### src/rtl/mul_pkg.sv
// Shared definitions for the shift-add multiplier: FSM encoding, default width
// and the counter-width helper.
package mul_pkg;

  localparam int MUL_L = 16;

  typedef enum logic [1:0] {
    ST_IDLE = 2'd0,
    ST_RUN  = 2'd1,
    ST_DONE = 2'd2
  } state_e;

  // Ceiling log2 with a floor of 1 so a counter always has at least one bit.
  function automatic int clog2(input int n);
    int r;
    r = 0;
    for (int i = 0; i < 31; i++) begin
      if ((1 << i) < n) r = i + 1;
    end
    return (r < 1) ? 1 : r;
  endfunction

endpackage

### src/rtl/mul_step.sv
// One combinational shift-add step: conditionally add the multiplicand into the
// accumulator, then shift multiplicand left and multiplier right.
module mul_step
  import mul_pkg::*;
#(
  parameter int L = MUL_L
) (
  input  logic [2*L-1:0] acc_i,
  input  logic [2*L-1:0] mcand_i,
  input  logic [L-1:0]   mplier_i,
  output logic [2*L-1:0] acc_o,
  output logic [2*L-1:0] mcand_o,
  output logic [L-1:0]   mplier_o
);

  // The accumulator is 2L wide, so the sum of all partial products never wraps.
  assign acc_o    = mplier_i[0] ? (acc_i + mcand_i) : acc_i;
  assign mcand_o  = mcand_i << 1;
  assign mplier_o = mplier_i >> 1;

endmodule

### src/rtl/mul_sequencer.sv
// Multi-cycle unsigned L x L multiplier, one shift-add step per clock.
// Optional MUL_EARLY_EXIT_EN leaves RUN as soon as the multiplier runs out of ones.
module mul_sequencer
  import mul_pkg::*;
#(
  parameter int L = MUL_L
) (
  input  logic         Clk,
  input  logic         Rst_n,
  input  logic         InValid,
  output logic         InReady,
  input  logic [L-1:0] A,
  input  logic [L-1:0] B,
  output logic         OutValid,
  input  logic         OutReady,
  output logic [L-1:0] R1,
  output logic         Overflow,
  output logic [1:0]   DbgState
);

  // Handshakes: a transfer happens on a rising edge where valid and ready are
  // both high. OutValid, once raised, holds with stable data until taken;
  // InValid is only looked at while InReady is high.

  localparam int              CW       = clog2(L);
  localparam logic [CW-1:0]   CNT_LAST = CW'(L - 1);

  state_e         state_q;
  logic [2*L-1:0] acc_q, mcand_q;
  logic [L-1:0]   mplier_q;
  logic [CW-1:0]  cnt_q;
  logic [L-1:0]   r1_q;
  logic           ovf_q;
  logic           out_valid_q;

  logic [2*L-1:0] acc_d, mcand_d;
  logic [L-1:0]   mplier_d;
  logic           last_step_d;

  mul_step #(.L(L)) u_step (
    .acc_i    (acc_q),
    .mcand_i  (mcand_q),
    .mplier_i (mplier_q),
    .acc_o    (acc_d),
    .mcand_o  (mcand_d),
    .mplier_o (mplier_d)
  );

  always_comb begin
    last_step_d = 1'b0;
`ifdef MUL_EARLY_EXIT_EN
    last_step_d = (cnt_q == CNT_LAST) || (mplier_d == '0);
`else
    last_step_d = (cnt_q == CNT_LAST);
`endif
  end

  always_ff @(posedge Clk or negedge Rst_n) begin
    if (!Rst_n) begin
      state_q     <= ST_IDLE;
      acc_q       <= '0;
      mcand_q     <= '0;
      mplier_q    <= '0;
      cnt_q       <= '0;
      r1_q        <= '0;
      ovf_q       <= 1'b0;
      out_valid_q <= 1'b0;
    end else begin
      case (state_q)
        ST_IDLE: begin
          if (InValid) begin
            mcand_q  <= {{L{1'b0}}, A};
            mplier_q <= B;
            acc_q    <= '0;
            cnt_q    <= '0;
            state_q  <= ST_RUN;
          end
        end
        ST_RUN: begin
          acc_q    <= acc_d;
          mcand_q  <= mcand_d;
          mplier_q <= mplier_d;
          cnt_q    <= cnt_q + 1'b1;
          if (last_step_d) begin
            r1_q        <= acc_d[L-1:0];
            ovf_q       <= |acc_d[2*L-1:L];
            out_valid_q <= 1'b1;
            state_q     <= ST_DONE;
          end
        end
        ST_DONE: begin
          // Returning to IDLE never also accepts operands on the same edge.
          if (OutReady) begin
            out_valid_q <= 1'b0;
            state_q     <= ST_IDLE;
          end
        end
        default: state_q <= ST_IDLE;
      endcase
    end
  end

  assign InReady  = Rst_n & (state_q == ST_IDLE);
  assign OutValid = out_valid_q;
  assign R1       = r1_q;
  assign Overflow = ovf_q;
  assign DbgState = state_q;

endmodule

### config.mk
export PLATFORM = sky130hd
export DESIGN_NAME = mul_sequencer
export DESIGN_NICKNAME = d
export VERILOG_FILES = /design/src/rtl/mul_pkg.sv /design/src/rtl/mul_step.sv /design/src/rtl/mul_sequencer.sv
export SDC_FILE = /design/constraint.sdc
export NUM_CORES = 1
export LEC_CHECK = 0
export BUFFER_PORTS_ARGS = -buffer_cell sky130_fd_sc_hd__buf_4
export CAP_MARGIN = 30
export CORE_ASPECT_RATIO = 1.4
export CORE_MARGIN = 2
export CORE_UTILIZATION = 40
export DETAILED_ROUTE_END_ITERATION = 8
export PLACE_DENSITY = 0.6
export SYNTH_ARGS = -nofsm -noshare
export SYNTH_HDL_FRONTEND = slang
export SYNTH_SLANG_ARGS = --single-unit
### constraint.sdc
create_clock -name Clk -period 4.41 [get_ports Clk]
set_input_delay 0.882 -clock Clk [delete_from_list [all_inputs] [get_ports Clk]]
set_output_delay 0.882 -clock Clk [all_outputs]
set_load 0.01 [all_outputs]
==> metrics.yaml <==
outcome:
  status: "finished clean"
routing:
  drtIter0Drc: 313
  wire_per_inst_um: 19.5
  ant_nets: 0
  drt-vias-per-instance: 6.00
  drc: 0
  totalWireLength_mm: 18.0
  drtPass1Iterations: 5
  vias: 5523
finish:
  n_antenna_cell: 0
  final_core_util_pct: 46.2
  syn_to_final_growth_pct: 13.0
  final_layout_size_suffix_gt1_share_pct: 13.1
  layout.nets: 790
synthesis:
  synth_cell_type_count: 66
  synth_area_sq_um: 6360
  yosys-top-cells-area: "dfrtp_1 (41%), ha_1 (6.3%), o21ai_0 (5.9%)"
  synthTopCellsByCount: "dfrtp_1 (104), o21ai_0 (75), a21oi_1 (72)"
  ys_seq_elements: 104
  yosysMostFrequentCell: "dfrtp_1"
  syn_avg_cell_area_sq_um: 9.27
  synth_top_area_share_pct: 40.9
  netlist_instances: 686
  synth-compound-area-share_pct: 29.1
  syn_nets: 755
  synth-xor-area-share_pct: 3.31
  ys_seq_area_share_pct: 40.9
  synth-main-ff-cell: "dfrtp_1"
  ys_async_sr_fraction_pct: 100
  synthMuxAreaShare_pct: 2.70
  yosys.area.top_type: "dfrtp_1"
  synth_edf_count: 0
  yosys.area_share.adder_pct: 6.61
  yosys_warnings: 0
  synthSimpleGateAreaFrac_pct: 13.5
  synth_top_family_by_area: "compound AO/OA/AOI/OAI gates"
cts:
  cts_max_level: 3
  clk_latency_ps: 370
  cts_tree: "yes"
  cts_setup_buffers: 0
  cts-resized-gates: 0
  cts_sinks: 104
  clkTransAtPathRegs_ps: 80
  cts_hold_buf: 0
  clk_path_buf_depth: 2
  clock-root-buffer: "clkbuf_16"
  cts_buffers: 9
min_path:
  min_path_type: "in2async"
place:
  hpwl_mm: 12.8
  place_ws_ps: 1020
  routabilityCongestion: 0.919
  portBuffers: 56
sta:
  rsz0062_at_grt: "false"
  setup-violations-final: 0
  worst_slack_ps: 963
  period_needed_ps: 3450
  drv_slew: 0
  skew_ps: 10.3
  final-hold-violation-count: 0
  period_share_pct: 78.2
  max_freq_ghz: 0.290
  relSlewSlack_pct: 45.9
  worstMarginPinSlew_ps: 812
  finalSetupTns_ps: 0
setup_path:
  end_kind: "register"
  crit_start: "mcand_q[0]"
  cp.arrival_ps: 3680
  cp-start-kind: "register"
  reg2reg_slack_ps: 960
  worstPathMaxFanout: 6
  crit_type: "reg2reg"
  worstPathRequired_ps: 4640
  r2r_start: "mcand_q[0]"
die:
  initial_core_util_pct: 40.9
  ios: 57
  core_sq_um: 15500
  dieArea_sq_um: 16900
  num_rows: 54
  die_y_um: 153
  die_width_um: 111
power:
  power_mw: 4.92
  peakVddDrop_mv: 0.243
  power_density_nw_per_um2: 684
  p_leak_nw: 3.30
grt:
  grt_first_pass_wirelength_mm: 29.7
  antenna_found_initial: 0
  grt_use_total_pct: 21.8
  grt_max_degree: 43
  grt_pass1_vias: 5674
  grt_overflow: 0
job:
  maxCapViolCount: 0
## cells in the final DEF (no fill, tap or decap), types with 16 or more instances in the layout
master   instances
a21oi_1         72
nor2_1          28
xnor2_1         17
o21ai_0         75
mux2i_1         16
buf_4           67
nor2b_1         32
ha_1            32
a22o_1          38
nand2_1         62
dfrtp_1        104
a22oi_1         29
## report_power, final
part	total (mW)	switching, mW	internal, mW
registers	1.63	0.318	1.31
clock network	0.785	0.396	0.389
logic	2.50	1.49	1.01
## layer usage
metal | track usage, % | vias up | wire length (um) | share of wire [%]
li1 | - | 2624 | - | -
met5 | 0 | - | 0 | 0
met1 | 26.4 | 2721 | 7550 | 42
met3 | 3.65 | 38 | 659 | 3.7
met4 | 8.33 | 0 | 518 | 2.9
met2 | 38.5 | 140 | 9250 | 51
## cells by family after synthesis
| group | count (synthesis) |
|---|---|
| flip-flops | 104 |
| XOR/XNOR | 24 |
| AO/OA/AOI/OAI | 284 |
| adder cells (fa/ha/maj) | 33 |
| multiplexers | 17 |
| buffers and inverters | 50 |
| AND/OR/NAND/NOR | 174 |
## critical path, cell delays in order, from the launching register on
cell and delay, ps:
dfrtp_1 420, ha_1 230, fa_1 410, a21o_1 210
a311o_1 410, a221o_2 450, and3_2 200, nor3b_2 200
o21bai_1 110, a2111oi_2 360, o2111a_1 230, a31oi_1 80
## cell type report
cell class	count	area, sq um
clock buffer	9	225
clock inverter	6	53.8
fill	1538	8360
inverter	7	26.3
multi-input combinational	532	3530
sequential	104	2600
tap	196	245
timing repair buffer	67	503
## final timing paths
check                         endpoint  depth (start not counted)
setup / recovery              Overflow                         11
hold / removal             mcand_q[30]                          1
setup reg to reg              Overflow                         11
hold reg to reg                 R1[13]                          2
max in group asynchronous  mplier_q[0]                          3
min in group Clk                R1[13]                          2
## per-stage QoR
stage | cells | hold slack [ps] | area [sq um]
after floorplan | 686 | 464 | 6360
after global placement | 906 | 466 | 6900
after detailed placement | 906 | 474 | 6900
after CTS | 921 | 480 | 7180
after global routing | 921 | 509 | 7180
final | 921 | 464 | 7180
## registers in the layout, indices dropped and copies added, names as in the netlist
register  cells
mplier_q     16
acc_q        32
Overflow      1
OutValid      1
R1           16
DbgState      2
mcand_q      32
cnt_q         4
Note: power is estimated with default switching activity, not from simulation.
